## src/rtl/ib_lut_page_loader_pkg.sv

```systemverilog
// Shared types and size helpers for the IB LUT page loader.
package ib_lut_page_loader_pkg;

  typedef enum logic {
    IDLE = 1'b0,
    LOAD = 1'b1
  } state_e;

  localparam int DEF_ENTRY_ADDR      = 4;
  localparam int DEF_MULTI_FRAME_NUM = 2;
  localparam int DEF_BANK_NUM        = 2;
  localparam int DEF_LUT_PORT_SIZE   = 2;
  localparam int DEF_ITER_ADDR       = 5;

  function automatic int frame_bits(input int mf);
    return $clog2(mf);
  endfunction

  function automatic int page_num(input int ea, input int mf);
    return 1 << (ea - $clog2(mf));
  endfunction

endpackage

```

## src/rtl/ib_lut_page_loader.sv

```systemverilog
// Streams one iteration's LUT pages into the f3 function RAM write port.
// Define IB_LOAD_CHECKSUM_EN to add the running XOR checksum check.
module ib_lut_page_loader
  import ib_lut_page_loader_pkg::*;
#(
  parameter int ENTRY_ADDR      = DEF_ENTRY_ADDR,
  parameter int MULTI_FRAME_NUM = DEF_MULTI_FRAME_NUM,
  parameter int BANK_NUM        = DEF_BANK_NUM,
  parameter int LUT_PORT_SIZE   = DEF_LUT_PORT_SIZE,
  parameter int ITER_ADDR       = DEF_ITER_ADDR
) (
  input  logic                              write_clk,
  input  logic                              rst,
  input  logic                              load_req,
  input  logic [ITER_ADDR-1:0]              load_iter,
  input  logic                              frame_sel,
  input  logic                              load_abort,
  input  logic                              src_valid,
  input  logic [LUT_PORT_SIZE*BANK_NUM-1:0] src_data,
  output logic                              src_ready,
  output logic [ITER_ADDR-1:0]              src_iter,
  output logic [ENTRY_ADDR-1:0]             page_addr_ram,
  output logic [LUT_PORT_SIZE*BANK_NUM-1:0] ram_write_data_3,
  output logic                              ib_ram_we,
  output logic                              load_busy,
`ifdef IB_LOAD_CHECKSUM_EN
  input  logic [LUT_PORT_SIZE*BANK_NUM-1:0] exp_checksum,
  output logic                              checksum_err,
`endif
  output logic                              load_done
);

  localparam int FW = frame_bits(MULTI_FRAME_NUM);
  localparam int PW = ENTRY_ADDR - FW;
  localparam int DW = LUT_PORT_SIZE * BANK_NUM;
  localparam logic [PW-1:0] LAST =
    PW'(page_num(ENTRY_ADDR, MULTI_FRAME_NUM) - 1);

  state_e                state_q, state_d;
  logic [PW-1:0]         page_cnt_q, page_cnt_d;
  logic                  frame_q, frame_d;
  logic [ITER_ADDR-1:0]  iter_q, iter_d;
  logic [ENTRY_ADDR-1:0] addr_q, addr_d;
  logic [DW-1:0]         data_q, data_d;
  logic                  we_q, we_d;
  logic                  done_q, done_d;
`ifdef IB_LOAD_CHECKSUM_EN
  logic [DW-1:0]         csum_q, csum_d;
  logic                  err_q, err_d;
`endif

  always_comb begin
    state_d    = state_q;
    page_cnt_d = page_cnt_q;
    frame_d    = frame_q;
    iter_d     = iter_q;
    addr_d     = addr_q;
    data_d     = data_q;
    we_d       = 1'b0;
    done_d     = 1'b0;
    src_ready  = 1'b0;
`ifdef IB_LOAD_CHECKSUM_EN
    csum_d     = csum_q;
    err_d      = err_q;
`endif
    unique case (state_q)
      IDLE: begin
        if (load_req) begin
          state_d    = LOAD;
          page_cnt_d = '0;
          frame_d    = frame_sel;
          iter_d     = load_iter;
`ifdef IB_LOAD_CHECKSUM_EN
          csum_d     = '0;
          err_d      = 1'b0;
`endif
        end
      end
      LOAD: begin
        src_ready = ~load_abort;
        if (load_abort) begin
          state_d = IDLE;
        end else if (src_valid) begin
          we_d       = 1'b1;
          addr_d     = ENTRY_ADDR'({frame_q, page_cnt_q});
          data_d     = src_data;
          page_cnt_d = page_cnt_q + 1'b1;
`ifdef IB_LOAD_CHECKSUM_EN
          csum_d     = csum_q ^ src_data;
`endif
          if (page_cnt_q == LAST) begin
            state_d = IDLE;
            done_d  = 1'b1;
`ifdef IB_LOAD_CHECKSUM_EN
            err_d   = (csum_q ^ src_data) != exp_checksum;
`endif
          end
        end
      end
      default: state_d = IDLE;
    endcase
  end

  always_ff @(posedge write_clk) begin
    if (rst) begin
      state_q    <= IDLE;
      page_cnt_q <= '0;
      frame_q    <= 1'b0;
      iter_q     <= '0;
      addr_q     <= '0;
      data_q     <= '0;
      we_q       <= 1'b0;
      done_q     <= 1'b0;
`ifdef IB_LOAD_CHECKSUM_EN
      csum_q     <= '0;
      err_q      <= 1'b0;
`endif
    end else begin
      state_q    <= state_d;
      page_cnt_q <= page_cnt_d;
      frame_q    <= frame_d;
      iter_q     <= iter_d;
      addr_q     <= addr_d;
      data_q     <= data_d;
      we_q       <= we_d;
      done_q     <= done_d;
`ifdef IB_LOAD_CHECKSUM_EN
      csum_q     <= csum_d;
      err_q      <= err_d;
`endif
    end
  end

  assign src_iter         = iter_q;
  assign page_addr_ram    = addr_q;
  assign ram_write_data_3 = data_q;
  assign ib_ram_we        = we_q;
  assign load_busy        = (state_q == LOAD);
  assign load_done        = done_q;
`ifdef IB_LOAD_CHECKSUM_EN
  assign checksum_err     = err_q;
`endif

endmodule
```

## config.mk

```make
export PLATFORM = sky130hd
export DESIGN_NAME = ib_lut_page_loader
export DESIGN_NICKNAME = d
export VERILOG_FILES = /design/src/rtl/ib_lut_page_loader_pkg.sv /design/src/rtl/ib_lut_page_loader.sv
export SDC_FILE = /design/constraint.sdc
export NUM_CORES = 1
export LEC_CHECK = 0
export ABC_AREA = 0
export CORE_ASPECT_RATIO = 1.1
export CORE_UTILIZATION = 36
export CTS_CLUSTER_DIAMETER = 30
export CTS_CLUSTER_SIZE = 20
export DETAILED_ROUTE_END_ITERATION = 16
export PLACE_DENSITY_LB_ADDON = 0.1
export REMOVE_ABC_BUFFERS = 1
export SYNTH_ARGS = -nofsm -noshare
export SYNTH_HDL_FRONTEND = slang
export SYNTH_SLANG_ARGS = --single-unit
```

## constraint.sdc

```tcl
create_clock -name write_clk -period 1.05 [get_ports write_clk]
set_clock_uncertainty 0.05 [all_clocks]
set_input_delay 0.21 -clock write_clk [delete_from_list [all_inputs] [get_ports write_clk]]
set_output_delay 0.21 -clock write_clk [all_outputs]
set_load 0.01 [all_outputs]
```

==> results of run 1 <==
-- worst paths after layout --
kind,start,to,slack [ns]
worst min register to register,page_addr_ram[1]$_SDFFE_PP0P_,page_addr_ram[1]$_SDFFE_PP0P_,0.41
worst min-delay path,load_iter[3],src_iter[3]$_SDFFE_PP0P_,0.40
worst max register to register,load_busy$_SDFF_PP0_,page_cnt_q[0]$_SDFFE_PP0P_,-0.06
worst max-delay path,load_busy$_SDFF_PP0_,load_busy,-0.09
-- Yosys cell counts, types with 2 or more instances --
library cell	number	area, um^2
nand2_1	31	116.4
dfxtp_1	20	400.4
a21oi_1	17	85.08
nand3_1	3	15.01
buf_2	2	10.01
buf_4	2	15.01
ha_1	2	25.02
nand2b_1	2	12.51
nor2_1	2	7.510
-- per-layer routing --
metal	part of all wire	GRT usage
met5	0	0
met4	0.0073	0.06061
met3	0.054	0.03297
met2	0.53	0.2643
met1	0.41	0.1995
-- per-stage QoR --
stage	TNS, ns	hold WS, ns
after floorplan	-0.02436	0.2224
after global placement	-6.196	0.3903
after detailed placement	-6.407	0.3973
after CTS	-0.7216	0.3967
after global routing	-1.525	0.4095
final	-0.5619	0.4049
-- power breakdown --
| part | switching (mW) | internal (mW) | leakage, nW |
|---|---|---|---|
| logic | 0.0941 | 0.122 | 0.317 |
| clock network | 0.215 | 0.133 | 0.0138 |
| registers | 0.0123 | 0.784 | 0.170 |
| total | 0.321 | 1.04 | 0.501 |
-- registers in the layout (all words and copies together), names as in the netlist --
| signal | count |
|---|---|
| src_iter | 5 |
| page_addr_ram | 4 |
| ram_write_data_3 | 4 |
| page_cnt_q | 3 |
| frame_q | 1 |
| ib_ram_we | 1 |
| load_busy | 1 |
| load_done | 1 |
-- layout make-up --
class / instances / area [um^2] / share of cell area
clock buffer: 3 / 22.52 / 0.01811
tap: 27 / 33.78 / 0.02716
timing repair buffer: 42 / 357.8 / 0.2877
multi-input combinational: 64 / 409.1 / 0.3290
sequential: 20 / 420.4 / 0.3380
-- cell families after synthesis --
| logic type | after synthesis | synth area share |
|---|---|---|
| DFF | 20 | 0.5360 |
| AOI/OAI and AO/OA | 18 | 0.1256 |
| buffers and inverters | 5 | 0.04857 |
| and+or+nand+nor | 43 | 0.2563 |
| adders and majority gates | 2 | 0.03350 |
-- repair_timing --
item	CTS	global route
gates resized for setup	94	24
endpoints found under the hold margin	0	0
setup buffers	1	1
endpoints found under the setup margin	35	22
pin swaps	3	8
hold buffers	0	0
gates cloned	0	1
-- worst reg2reg max path, stage by stage, from the launching register on --
cell and delay (ns):
dfxtp_2 0.33, buf_4 0.15, nand3b_1 0.16, buf_6 0.16
nand3_1 0.08, a21oi_1 0.12
==> impl_metrics.toml, run 1 <==
[status]
status = "finished with violations"
violations = "negative setup slack"

[global_routing]
grt_antenna_before_repair = 0
grt_first_pass_wirelength_um = 2739
grt_overflow = 0
grt_max_degree = 12
grt_pass1_vias = 643
grt_usage = 0.1609

[setup_path]
cp_max_fo = 6
cp.required_ns = 0.79
critPathTopFamily = "flip-flops"
endpoint_kind = "output pin"
critPathArrivalTime_ns = 0.88
cp.depth = 2
worst_path_max_delay_cell = "dfxtp_2"
r2r_cells = 5
path_cells = "buf_4 -> buf_6"
critPathBufInv = 2
cpPeakStageDelay_ns = 0.33
crit_type = "reg -> out"
critPathLaunchType = "register"

[floorplanning]
dieArea_um2 = 2261
die_h_um = 49.78
coreArea_um2 = 1862
start_util = 0.4012
io_pins = 32
die_w_um = 45.43
rows = 16

[pwr]
finalPower_mw = 1.361
p_per_area_nw_per_um2 = 1094
leakagePower_nw = 0.5005
vdd_drop_max_uv = 734.3

[min_path]
hold_class = "in -> reg"
min_path_cells = 3

[placed_design]
dp_hpwl_um = 1172
place_area_um2 = 1122
place_inst = 150
gp_congestion = 0.6905
place_ws_ns = -0.5678
port_buffers = 31

[synthesis]
async_flop_share = 0
synth.distinct_cells = 16
syn-cell-area_um2 = 747.0
syn_inst = 88
ys_seq_area_frac = 0.5360
synthFlopType = "dfxtp_1"
syn_area_per_cell_um2 = 8.488
synth-edff-count = 0
ys_warn_count = 0
ys_ff_latch = 20

[detailed_routing]
avgRoutedWirePerCell_um = 11.34
drt_iter0_markers = 3
finalWirelength_um = 1769
vias = 736
routed_via_density = 4.718
drc = 0
firstDrtPassIters = 3
ant_nets = 0

[finish]
drive_gt1_frac = 0.5504
final_net_count = 148
area_growth_pct = 66.50
final_common_cell = "nand2_1"
final_cells = 156
utilization = 0.6680
final_cell_mix = "nand2_1, dfxtp_2, clkdlybuf4s50_1, a21oi_1, buf_2"
n_fill_cell = 177
stdcell_area_um2 = 1244
num_antenna_cells = 0

[sta]
slew_viol_final = 0
rsz0062_at_grt = "yes"
setup_viol = 18
period_minus_slack_ns = 1.137
relSlewSlack = 0.8594
max_freq_mhz = 879.5
period_share = 1.083
worst_slew_pin_slew_ns = 0.2109
finalHoldViolCount = 0
worst_slack_ns = -0.08699

[clock_tree]
cts_inserted_buffers = 3
cts-root-buf = "clkbuf_4"
clk_path_buf_depth = 2
cts_sinks = 20
tritoncts = "done"
insertion_delay_ns = 0.28
htreeDepth = 1
path_clk_slew_ns = 0.10

[job]
cap_violations = 0
Power figures use the tool's default switching activity.
==> run 2: changes to the inputs <==
==> constraint.sdc (replaced) <==
create_clock -name write_clk -period 1.05 [get_ports write_clk]
set_clock_uncertainty 0.05 [all_clocks]
set_input_delay 0.105 -clock write_clk [delete_from_list [all_inputs] [get_ports write_clk]]
set_output_delay 0.105 -clock write_clk [all_outputs]
set_load 0.01 [all_outputs]
==> run 2 against run 1 <==
The flow still finishes with violations (negative setup slack). Sequential cell count unchanged. Worst setup slack improved by 0.029 ns. Wire length down 5.6%. Combinational power fell by 9%. First-iteration DRC count up 100%. Register-to-register slack better by 0.02 ns. Critical path depth is the same. Global-route usage up 0.073 points. Sequential share of layout area grew 0.89 points. Critical endpoint is now src_ready. Largest power group unchanged.
==> impl_metrics.toml, run 2 (synthesized netlist as in run 1, its figures left out) <==
[detailed_routing]
drc = 0
finalWirelength_um = 1670
drt_iter0_markers = 6
ant_nets = 0
routed_via_density = 4.636
vias = 714
firstDrtPassIters = 4
avgRoutedWirePerCell_um = 10.84

[status]
status = "finished with violations"
violations = "negative setup slack"

[finish]
drive_gt1_frac = 0.3701
num_antenna_cells = 0
area_growth_pct = 55.95
largest_reg_flops = 5
final_cell_mix = "nand2_1, dfxtp_1, clkdlybuf4s50_1, clkbuf_2, a21oi_1"
n_fill_cell = 173
final_cells = 154
final_net_count = 145
final_common_cell = "nand2_1"

[clock_tree]
htreeDepth = 1
ctsHoldBuffers = 0
path_clk_slew_ns = 0.11
insertion_delay_ns = 0.29
tritoncts = "done"
cts_inserted_buffers = 3
cts-root-buf = "clkbuf_4"
cts_sinks = 20
clk_path_buf_depth = 2

[floorplanning]
coreArea_um2 = 1862
die_w_um = 45.43
die_h_um = 49.78
io_pins = 32
rows = 16
dieArea_um2 = 2261
start_util = 0.4012

[setup_path]
critPathArrivalTime_ns = 0.95
crit_type = "reg -> out"
critPathLaunchType = "register"
cp.required_ns = 0.89
cp_max_fo = 2
r2r_cells = 5
endpoint_kind = "output pin"

[placed_design]
port_buffers = 31
dp_hpwl_um = 1221
place_inst = 149
gp_congestion = 0.6911

[sta]
period_share = 1.055
finalHoldViolCount = 0
rsz0062_at_grt = "yes"
worst_slack_ns = -0.05814
whs_ns = 0.3013
relSlewSlack = 0.8531
worst_slew_pin_slew_ns = 0.2197
setup_viol = 4
slew_viol_final = 0
max_freq_mhz = 902.4
period_minus_slack_ns = 1.108

[min_path]
hold_class = "in -> reg"
min_path_cells = 3

[global_routing]
grt_pass1_vias = 686
grt_usage = 0.1617
grt_first_pass_wirelength_um = 2780
grt_overflow = 0
grt_max_degree = 12
grt_antenna_before_repair = 0

[pwr]
leakagePower_nw = 0.4608
finalPower_mw = 1.427
vdd_drop_max_uv = 828.9
p_per_area_nw_per_um2 = 1225

[job]
cap_violations = 0
==> run 2: changes by cell type in the layout (fill, tap and decap cells not counted), sizes merged <==
cell           change
buf               -18
clkbuf            +14
clkdlybuf4s50      +1
clkdlybuf4s15      +2
dlygate4sd2        -1
==> run 2: per-stage QoR <==
stage | setup slack (ns) | utilization | area (um^2) | TNS, ns
6_report | -0.05814 | 0.6257 | 1165 | -0.1132
5_1_grt | -0.1062 | 0.6257 | 1165 | -1.153
4_1_cts | -0.07725 | 0.6277 | 1169 | -0.3285
3_5_place_dp | -0.3472 | 0.5988 | 1115 | -3.582
3_3_place_gp | -0.3326 | 0.5988 | 1115 | -3.219
2_1_floorplan | -0.01165 | - | 710.7 | -0.02436
==> run 2: worst max-delay path, cell delays in order, from the launching register on <==
cell and delay (ns):
dfxtp_2 0.35, nor2b_2 0.17, buf_2 0.15
==> run 2: path summary, 6_finish.rpt <==
path / from / end / slack, ns
worst max-delay path: load_busy$_SDFF_PP0_ / src_ready / -0.06
worst min-delay path: load_iter[0] / src_iter[0]$_SDFFE_PP0P_ / 0.30
worst max register to register: load_busy$_SDFF_PP0_ / page_cnt_q[0]$_SDFFE_PP0P_ / -0.04
worst min register to register: src_iter[2]$_SDFFE_PP0P_ / src_iter[2]$_SDFFE_PP0P_ / 0.41
==> run 2: what timing repair did <==
| action | in CTS | in global routing |
|---|---|---|
| cloned | 0 | 1 |
| resized for setup | 47 | 26 |
| endpoints found under the setup margin | 35 | 34 |
| setup buffers | 0 | 0 |
| pin swaps | 4 | 9 |
==> run 2: area by class of cell <==
class                           instances  area [um^2]  area share
Clock buffer                            4        36.28     0.03115
Multi-Input combinational cell         64        381.6      0.3276
Sequential cell                        20        404.1      0.3469
Tap cell                               27        33.78     0.02900
Timing Repair Buffer                   39        309.0      0.2653
==> run 2: power breakdown <==
group / leakage, nW / internal (mW) / switching [mW]
sequential: 0.164 / 0.781 / 0.0107
combinational: 0.276 / 0.109 / 0.0882
clock: 0.0210 / 0.211 / 0.227
==> run 2: metal layers <==
metal  vias up  track usage  part of all wire
li1        367            -                 -
met2        19       0.2833              0.55
met4         0      0.04545            0.0036
met5         -            0                 0
met1       326       0.1905              0.40
met3         2      0.03297             0.049
==> run 3: changes to the inputs <==
CAP_MARGIN = 10   (was not set)
==> results of run 3 <==
Final layout, timing and power as in run 2 (identical DEF).
